===== config.mk =====
export PLATFORM = sky130hd
export DESIGN_NAME = agc_level_detector
export DESIGN_NICKNAME = d
export VERILOG_FILES = /design/src/rtl/agc_pkg.sv /design/src/rtl/agc_abs_sat.sv /design/src/rtl/agc_level_detector.sv
export SDC_FILE = /design/constraint.sdc
export NUM_CORES = 1
export LEC_CHECK = 0
export ABC_AREA = 1
export BUFFER_PORTS_ARGS = -buffer_cell sky130_fd_sc_hd__buf_2
export CAP_MARGIN = 25
export CORE_MARGIN = 10
export CORE_UTILIZATION = 54
export CTS_CLUSTER_DIAMETER = 60
export CTS_CLUSTER_SIZE = 14
export DETAILED_ROUTE_END_ITERATION = 10
export GPL_TIMING_DRIVEN = 0
export PLACE_DENSITY = 0.8
export SLEW_MARGIN = 20
export SYNTH_ARGS = -nofsm -noshare
export SYNTH_HDL_FRONTEND = slang
export SYNTH_SLANG_ARGS = --single-unit

===== constraint.sdc =====
create_clock -name clk -period 1.9 [get_ports clk]
set_input_delay 0.57 -clock clk [delete_from_list [all_inputs] [get_ports clk]]
set_output_delay 0.57 -clock clk [all_outputs]
set_load 0.1 [all_outputs]

===== src/rtl/agc_pkg.sv =====
// Shared AGC definitions: datapath width, default gain and clip threshold,
// level-detector state encoding and the saturating magnitude helper.
package agc_pkg;

  localparam int AGC_WIDTH = 19;
  localparam logic [AGC_WIDTH-1:0] AGC_G_RESET      = 19'h04000;
  localparam logic [AGC_WIDTH-1:0] AGC_CLIP_DEFAULT = 19'h3C000;

  typedef enum logic [0:0] {
    DET_FILL = 1'b0,
    DET_RUN  = 1'b1
  } det_state_e;

  // The most negative code has no positive twin, so it folds onto full scale.
  function automatic logic [AGC_WIDTH-2:0] abs_sat(input logic [AGC_WIDTH-1:0] x);
    logic [AGC_WIDTH-2:0] mag;
    if (x == {1'b1, {(AGC_WIDTH-1){1'b0}}}) begin
      mag = '1;
    end else if (x[AGC_WIDTH-1]) begin
      mag = ~x[AGC_WIDTH-2:0] + (AGC_WIDTH-1)'(1);
    end else begin
      mag = x[AGC_WIDTH-2:0];
    end
    return mag;
  endfunction

endpackage


===== src/rtl/agc_abs_sat.sv =====
// Combinational saturating magnitude of a signed sample plus the overload
// compare against the clip threshold.
module agc_abs_sat
  import agc_pkg::*;
#(
  parameter int                WIDTH = AGC_WIDTH,
  parameter logic [WIDTH-1:0]  CLIP  = AGC_CLIP_DEFAULT
) (
  input  logic [WIDTH-1:0] i_in,
  output logic [WIDTH-2:0] o_abs,
  output logic             o_clip
);

  logic [WIDTH-2:0] w_abs;

  // Magnitude with -2^(WIDTH-1) saturated to 2^(WIDTH-1)-1.
  always_comb begin
    w_abs = i_in[WIDTH-2:0];
    if (i_in == {1'b1, {(WIDTH-1){1'b0}}}) begin
      w_abs = '1;
    end else if (i_in[WIDTH-1]) begin
      w_abs = ~i_in[WIDTH-2:0] + (WIDTH-1)'(1);
    end else begin
      w_abs = i_in[WIDTH-2:0];
    end
  end

  assign o_abs  = w_abs;
  assign o_clip = ({1'b0, w_abs} >= CLIP);

endmodule


===== src/rtl/agc_level_detector.sv =====
// Mean absolute level over a window of 2^LOG2_WIN accepted samples, held
// between window boundaries for the AGC comparator, with overload flag.
module agc_level_detector
  import agc_pkg::*;
#(
  parameter int               WIDTH    = AGC_WIDTH,
  parameter int               LOG2_WIN = 4,
  parameter logic [WIDTH-1:0] CLIP     = AGC_CLIP_DEFAULT
) (
  input  logic             clk,
  input  logic             reset,
  input  logic [WIDTH-1:0] io_in,
  input  logic             io_in_valid,
  input  logic             io_clear,
  output logic [WIDTH-1:0] io_Vout,
  output logic             io_Vout_valid,
  output logic             io_overload
);

  localparam int                  ACC_W   = WIDTH - 1 + LOG2_WIN;
  localparam logic [LOG2_WIN-1:0] CNT_MAX = '1;

  logic [WIDTH-2:0]    w_abs;
  logic                w_clip;
  logic [WIDTH-2:0]    r_abs_q;
  logic                r_abs_v;
  logic                r_clip_q;
  logic [ACC_W-1:0]    r_acc;
  logic [LOG2_WIN-1:0] r_cnt;
  logic                r_pk;
  logic [WIDTH-1:0]    r_vout;
  logic                r_vout_valid;
  logic                r_overload;
  logic [ACC_W-1:0]    w_sum;
  logic                w_win_end;
  det_state_e          r_state;
  det_state_e          w_state_next;

  agc_abs_sat #(
    .WIDTH (WIDTH),
    .CLIP  (CLIP)
  ) u_abs_sat (
    .i_in   (io_in),
    .o_abs  (w_abs),
    .o_clip (w_clip)
  );

  assign w_sum     = r_acc + ACC_W'(r_abs_q);
  assign w_win_end = r_abs_v && (r_cnt == CNT_MAX);

  // Stage 1: register magnitude, clip flag and qualifier; clear drops the sample.
  always_ff @(posedge clk or negedge reset) begin
    if (!reset) begin
      r_abs_q  <= '0;
      r_clip_q <= 1'b0;
      r_abs_v  <= 1'b0;
    end else if (io_clear) begin
      r_abs_q  <= w_abs;
      r_clip_q <= w_clip;
      r_abs_v  <= 1'b0;
    end else begin
      r_abs_q  <= w_abs;
      r_clip_q <= w_clip;
      r_abs_v  <= io_in_valid;
    end
  end

  // Stage 2: window accumulation; results publish only on a completed window.
  always_ff @(posedge clk or negedge reset) begin
    if (!reset) begin
      r_acc        <= '0;
      r_cnt        <= '0;
      r_pk         <= 1'b0;
      r_vout       <= '0;
      r_vout_valid <= 1'b0;
      r_overload   <= 1'b0;
    end else if (io_clear) begin
      r_acc        <= '0;
      r_cnt        <= '0;
      r_pk         <= 1'b0;
      r_vout_valid <= 1'b0;
    end else if (w_win_end) begin
      r_acc        <= '0;
      r_cnt        <= '0;
      r_pk         <= 1'b0;
      r_vout       <= WIDTH'(w_sum >> LOG2_WIN);
      r_overload   <= r_pk | r_clip_q;
      r_vout_valid <= 1'b1;
    end else if (r_abs_v) begin
      r_acc        <= w_sum;
      r_cnt        <= r_cnt + LOG2_WIN'(1);
      r_pk         <= r_pk | r_clip_q;
      r_vout_valid <= 1'b0;
    end else begin
      r_vout_valid <= 1'b0;
    end
  end

  // Window-progress state register, observed for debug only.
  always_ff @(posedge clk or negedge reset) begin
    if (!reset) begin
      r_state <= DET_FILL;
    end else begin
      r_state <= w_state_next;
    end
  end

  // Next state: clear restarts filling, first completed window enters RUN.
  always_comb begin
    w_state_next = r_state;
    if (io_clear) begin
      w_state_next = DET_FILL;
    end else if (w_win_end) begin
      w_state_next = DET_RUN;
    end else begin
      w_state_next = r_state;
    end
  end

  assign io_Vout       = r_vout;
  assign io_Vout_valid = r_vout_valid;
  assign io_overload   = r_overload;

endmodule

### Word-level counts from Yosys, hierarchy flattened

Index checks and enable logic that the tools add are counted.

* flip-flop bits (word level): 67
* latch bits: 0
* bits in writable memories: 0
* memory bits (read-only): 0
* bits of input ports: 23
* output and inout bits: 21
* logic and storage cells: 35
* memories kept: 0

* $add $sub $neg: 3
* multipliers: 0
* divide/modulo/power cells: 0
* $lt $le $gt $ge: 1
* equal/unequal tests: 2
* shifts and indexed selects: 0
* mux-type cells: 14
* bitwise operators: 3
* reductions and logical operators: 3

Operators with widths (count)
* two-way mux 22 bit: 3
* two-way mux 18 bit: 2
* adder 22 x 18 -> 22 bit: 1
* equality test 19 bit, second input constant: 1
* adder 18 x 1 -> 18 bit, second input constant: 1
* greater-or-equal comparator 18 bit, second input constant: 1
* NOT 18 bit: 1
* two-way mux 4 bit: 3
* two-way mux 1 bit: 6
* adder 4 x 1 -> 4 bit, second input constant: 1
* equality test 4 bit, second input constant: 1
* nonzero test 3 bit: 1
* AND reduction 2 bit: 1
* logical AND 1 bit: 1
* NOT 1 bit: 1
* OR 1 bit: 1

### Longest topological paths before layout

* word-level depth: 5
* mapped depth: 13
* gate-level depth less buffers: 13

### Hierarchy

A second synthesis with hierarchy kept.

* cell total of the unflattened synthesis: 600
* area total of the unflattened synthesis: 4356.7 um2

By module, submodules not included
* agc_level_detector: times used 1, cells each 481, area each 3704.8 um2, sequential area each 1676.6 um2
* agc_abs_sat: times used 1, cells each 119, area each 651.9 um2, sequential area each 0.0 um2

### Least setup slack after synthesis

Ideal clock, no wire load.

* path kind: reg2reg
* start point: register r_acc[0]
* end point: register r_vout[12], in the netlist io_Vout[12]
* library setup time: 120 ps
* arrival: 1710 ps
* required time: 1780 ps
* path slack: 71 ps
* cell stages (with the launch flop): 11
* path buffers: 0
* period minus slack after synthesis: 1829 ps
* cell sequence: dfrtp_1 ha_1 fa_1 nand2_1 nor2_1 nor2_1 o21bai_2 nand2_1 nand3b_1 nand3_1 nand2_1

* word-level cells in the longest chain between the ends: 1

Ends and longest elaborated chain
* from (decl): line agc_level_detector.sv:28 `logic [ACC_W-1:0] r_acc;`
* from (signal assigned): line agc_level_detector.sv:90 `r_acc <= w_sum;`
* adder 22 x 18 -> 22 bit: line agc_level_detector.sv:48 `assign w_sum = r_acc + ACC_W'(r_abs_q);`
* to (signal assigned): line agc_level_detector.sv:86 `r_vout <= WIDTH'(w_sum >> LOG2_WIN);`
* to (decl): line agc_level_detector.sv:31 `logic [WIDTH-1:0] r_vout;`

No other way between the ends.
A chain may end at the register's enable or synchronous reset.

### Worst setup path after layout

* start point: register r_acc[0]
* end point: register r_acc[12]

* word-level cells in the longest chain between the ends: 4

Ends and longest elaborated chain
* adder 22 x 18 -> 22 bit: line agc_level_detector.sv:48
* two-way mux 22 bit: line agc_level_detector.sv:89 `end else if (r_abs_v) begin`
* two-way mux 22 bit: line agc_level_detector.sv:82 `end else if (w_win_end) begin`
* two-way mux 22 bit: line agc_level_detector.sv:77 `end else if (io_clear) begin`

No other way between the ends. The select of a mux whose other input is x is not followed.

==> flow_metrics.py <==
metrics = {
    "worst_setup_path": {
        "timing.critical_path.cells": "ha_2, fa_2, nand2_2, nor2_2, nor2_4, o21bai_2, nand2_2, nand3b_1, nand3_2, nand2_2",
        "timing.critical_path.from_type": "flip-flop",
        "critPathArrivalTime_ns": 2.06,
        "critical-path-slowest-cell": "dfrtp_1",
        "critical_path.endpoint_type": "flip-flop",
        "timing.critical_path.slowest_cell_delay_ns": 0.39,
        "worst-setup-path-type": "flip-flop to flip-flop",
        "data_required_time_at_the_worst_endpoint_ns": 2.13,
        "reg2reg_slack_ns": 0.07,
        "crit_fanout": 4,
        "critical_path.most_common_cell": "nand2_2",
    },
    "yosys": {
        "synth_async_sr_flop_share_pct": 100,
        "synthesized_instance_count": 595,
        "syn_avg_cell_area_sq_um": 7.20,
        "ys_ff_latch": 67,
        "post_synth_main_area_contributors": "dfrtp_1 (39%), nand2_1 (20%), inv_1 (6.0%)",
        "proportion_of_netlist_area_held_by_the_largest_area_contributor_pct": 39.1,
        "synth_warnings": 0,
        "synth.net_count": 639,
        "synth_cell_type_count": 36,
        "synth-edff-count": 0,
        "synth.cell_area_sq_um": 4280,
        "synth_sequential_area_ratio_pct": 39.1,
        "synth-main-ff-cell": "dfrtp_1",
        "post-synth-top-area-cell": "dfrtp_1",
    },
    "global_route": {
        "antenna_violations_before_repair": 0,
        "grt_start_max_net_pins": 38,
        "grt_first_pass_wirelength_mm": 17.4,
        "grt_overflow": 0,
        "first_global_vias": 3904,
        "grt.total_usage_pct": 18.1,
    },
    "routing": {
        "routedLengthMet1_mm": 4.76,
        "finalWirelength_mm": 10.6,
        "topRoutingLayerUsed": "met4",
        "via_count": 3929,
        "drtAntennaViolNets": 0,
        "drt-vias-per-instance": 5.16,
        "post_drt_wl_per_cell_um": 13.9,
        "wire_length_on_met3_um": 641,
        "drc_marker_count_from_the_first_detailed_route_iteration": 240,
        "remaining_drc_errors": 0,
        "drt_pass1_iterations": 4,
        "dr_wl_met2_mm": 4.96,
    },
    "die": {
        "io_pins": 44,
        "floorplan.initialDensity_pct": 55.4,
        "die_x_um": 109,
        "std_cell_rows": 32,
        "coreArea_sq_um": 7730,
        "chipHeight_um": 109,
        "fp.dieArea_sq_um": 11900,
    },
    "clock_tree": {
        "cts_root_buf": "clkbuf_8",
        "tritoncts": "done",
        "cts_hold_buf": 0,
        "cts_inserted_buffers": 9,
        "cts-root-to-sink-buffers": 2,
        "clk-insertion-delay-late_ns": 0.34,
        "clock_sink_count": 67,
        "h-tree-depth": 3,
        "clk_pin_slew_ns": 0.07,
    },
    "placement": {
        "dpl.cell_count": 739,
        "postPlaceCellArea_sq_um": 4640,
        "place.gp.congestion": 0.976,
        "pre_cts_ws_ns": -0.234,
        "hpwlAfterDp_mm": 8.09,
        "port_buffers": 41,
    },
    "sta": {
        "report.final.slew_viol_count": 0,
        "report.final.setup_viol": 0,
        "finalWorstSetupSlack_ns": 0.0695,
        "final.period_utilization_pct": 96.3,
        "finalWorstPathRequiredPeriod_ns": 1.83,
        "max_freq_ghz": 0.546,
        "finalHoldViolCount": 0,
        "worst_slew_pin_slew_ns": 0.547,
        "slew-limit-headroom_pct": 63.6,
        "final.setup_skew_ns": 0.00842,
        "fin_hold_ws_ns": 0.152,
    },
    "finish": {
        "drive_gt1_share_pct": 21.5,
        "antennaDiodeCount": 0,
        "stdcell_count": 762,
        "area.sequential_sq_um": 1680,
        "design.final.nets": 699,
        "area_growth_pct": 20.0,
        "multiInputGateArea_sq_um": 2550,
        "num-fill-cells": 661,
        "stdcell_area_sq_um": 5140,
    },
    "power_and_ir_drop": {
        "max-vdd-ir-drop_uv": 355,
        "power-per-cell-area_nw_per_um2": 693,
        "leakage_nw": 2.75,
        "report.power.total_mw": 3.56,
    },
    "outcome": {
        "outcome": "finished, final reports clean",
    },
    "flow_run": {
        "timing.max_cap.violations": 0,
    },
    "hold_path": {
        "holdCritPathClass": "input port to async pin",
    },
}
==> logic make-up after synthesis <==
kind of cell               count (synthesis)  share of synthesized area, %
adders and majority gates                 21                          6.31
and+or+nand+nor                          371                          38.7
xor gates and xnor gates                  14                          2.86
DFF                                       67                          39.1
buffers and inverters                     80                          7.56
AOI/OAI and AO/OA                         41                          5.34
other                                      1                        0.0875
==> sequential cells by signal, summed over array words and instances, names as in the netlist <==
register	count
io_overload	1
io_Vout	18
r_abs_v	1
io_Vout_valid	1
r_clip_q	1
r_acc	22
r_cnt	4
r_abs_q	18
r_pk	1
==> Yosys cell counts, types with 2 or more instances <==
cell type  number
inv_1          68
nor2_4          4
nor3_1          5
buf_4           3
a21oi_1        12
o21ai_1         4
nand3_1        46
nor2_1         48
xor2_1          9
nand3_2         5
dfrtp_1        67
xnor2_1         5
ha_1           20
nor2_2          4
nand2_1       233
buf_2           4
o21ai_0        18
inv_2           2
nand4_1         3
nor3_2          2
nand4_4         2
nand3b_1       11
clkbuf_1        2
o21bai_1        2
or2_2           4
a22o_1          2
==> final timing paths <==
kind                                           endpoint                    from  cells after the start
worst max-delay path              r_acc[12]$_DFFE_PN0P_    r_acc[0]$_DFFE_PN0P_                     10
max in group asynchronous          r_abs_q[6]$_DFF_PN0_                   reset                      2
min in group clk                      r_abs_v$_DFF_PN0_             io_in_valid                      3
worst min register to register   io_Vout[8]$_DFFE_PN0P_  io_Vout[8]$_DFFE_PN0P_                      2
worst min-delay path            io_Vout[16]$_DFFE_PN0P_                   reset                      1
worst max register to register    r_acc[12]$_DFFE_PN0P_    r_acc[0]$_DFFE_PN0P_                     10
==> cells in the final DEF (no fill, tap or decap), drive strengths merged <==
| cell type | Yosys | layout |
|---|---|---|
| nand2 | 234 | 234 |
| inv | 70 | 70 |
| dfrtp | 67 | 67 |
| buf | 8 | 57 |
| nor2 | 57 | 57 |
| nand3 | 51 | 51 |
| o21ai | 22 | 22 |
| ha | 20 | 20 |
| clkbuf | 2 | 14 |
| a21oi | 12 | 12 |
| nand3b | 11 | 11 |
| xor2 | 9 | 9 |
| nor3 | 7 | 7 |
| xnor2 | 5 | 5 |
| or2 | 5 | 5 |
| nand4 | 5 | 5 |
| o21bai | 3 | 3 |
| a22o | 2 | 2 |
| clkinvlp | 0 | 2 |
| clkinv | 0 | 2 |
| o211ai | 1 | 1 |
| and2 | 1 | 1 |
| a211oi | 1 | 1 |
| fa | 1 | 1 |
| conb | 1 | 1 |
==> layer usage <==
| metal | up-vias | track usage [%] |
|---|---|---|
| li1 | 1985 | - |
| met1 | 1809 | 23.2 |
| met5 | - | 0 |
| met4 | 0 | 7.82 |
| met2 | 116 | 28.9 |
| met3 | 19 | 4.01 |
==> layout make-up <==
type                            count  share of cell area, %
Inverter                           70                   5.11
Clock inverter                      4                  0.487
Clock buffer                       12                   3.02
Multi-Input combinational cell    448                   49.6
Buffer                             10                   1.22
Sequential cell                    67                   32.6
Timing Repair Buffer               49                   5.45
Tap cell                          102                   2.48
==> per-stage QoR <==
stage | util, % | TNS (ns)
finish | 66.5 | 0
global route | 66.5 | -0.129
CTS | 63.5 | 0
detailed placement | 60.0 | -2.34
global placement | 59.7 | -2.20
floorplan | - | 0
==> power breakdown <==
| part | switching [mW] | internal [mW] | leakage [nW] |
|---|---|---|---|
| logic | 0.584 | 0.348 | 1.79 |
| registers | 0.0703 | 1.50 | 0.874 |
| clock network | 0.516 | 0.540 | 0.0884 |
==> timing repair <==
| item | in CTS | in global routing |
|---|---|---|
| gates resized for setup | 8 | 46 |
| endpoints found under the setup margin | 17 | 34 |
| setup buffers | 5 | 2 |
| pin swaps | 8 | 17 |
==> critical path, delay by kind of cell, from the launching register on <==
kind	cells	cell delay, ns
fa+ha+maj	2	0.56
compound gates	1	0.12
simple gates	7	0.63
flops	1	0.39
(Power assumes the default switching activity.)
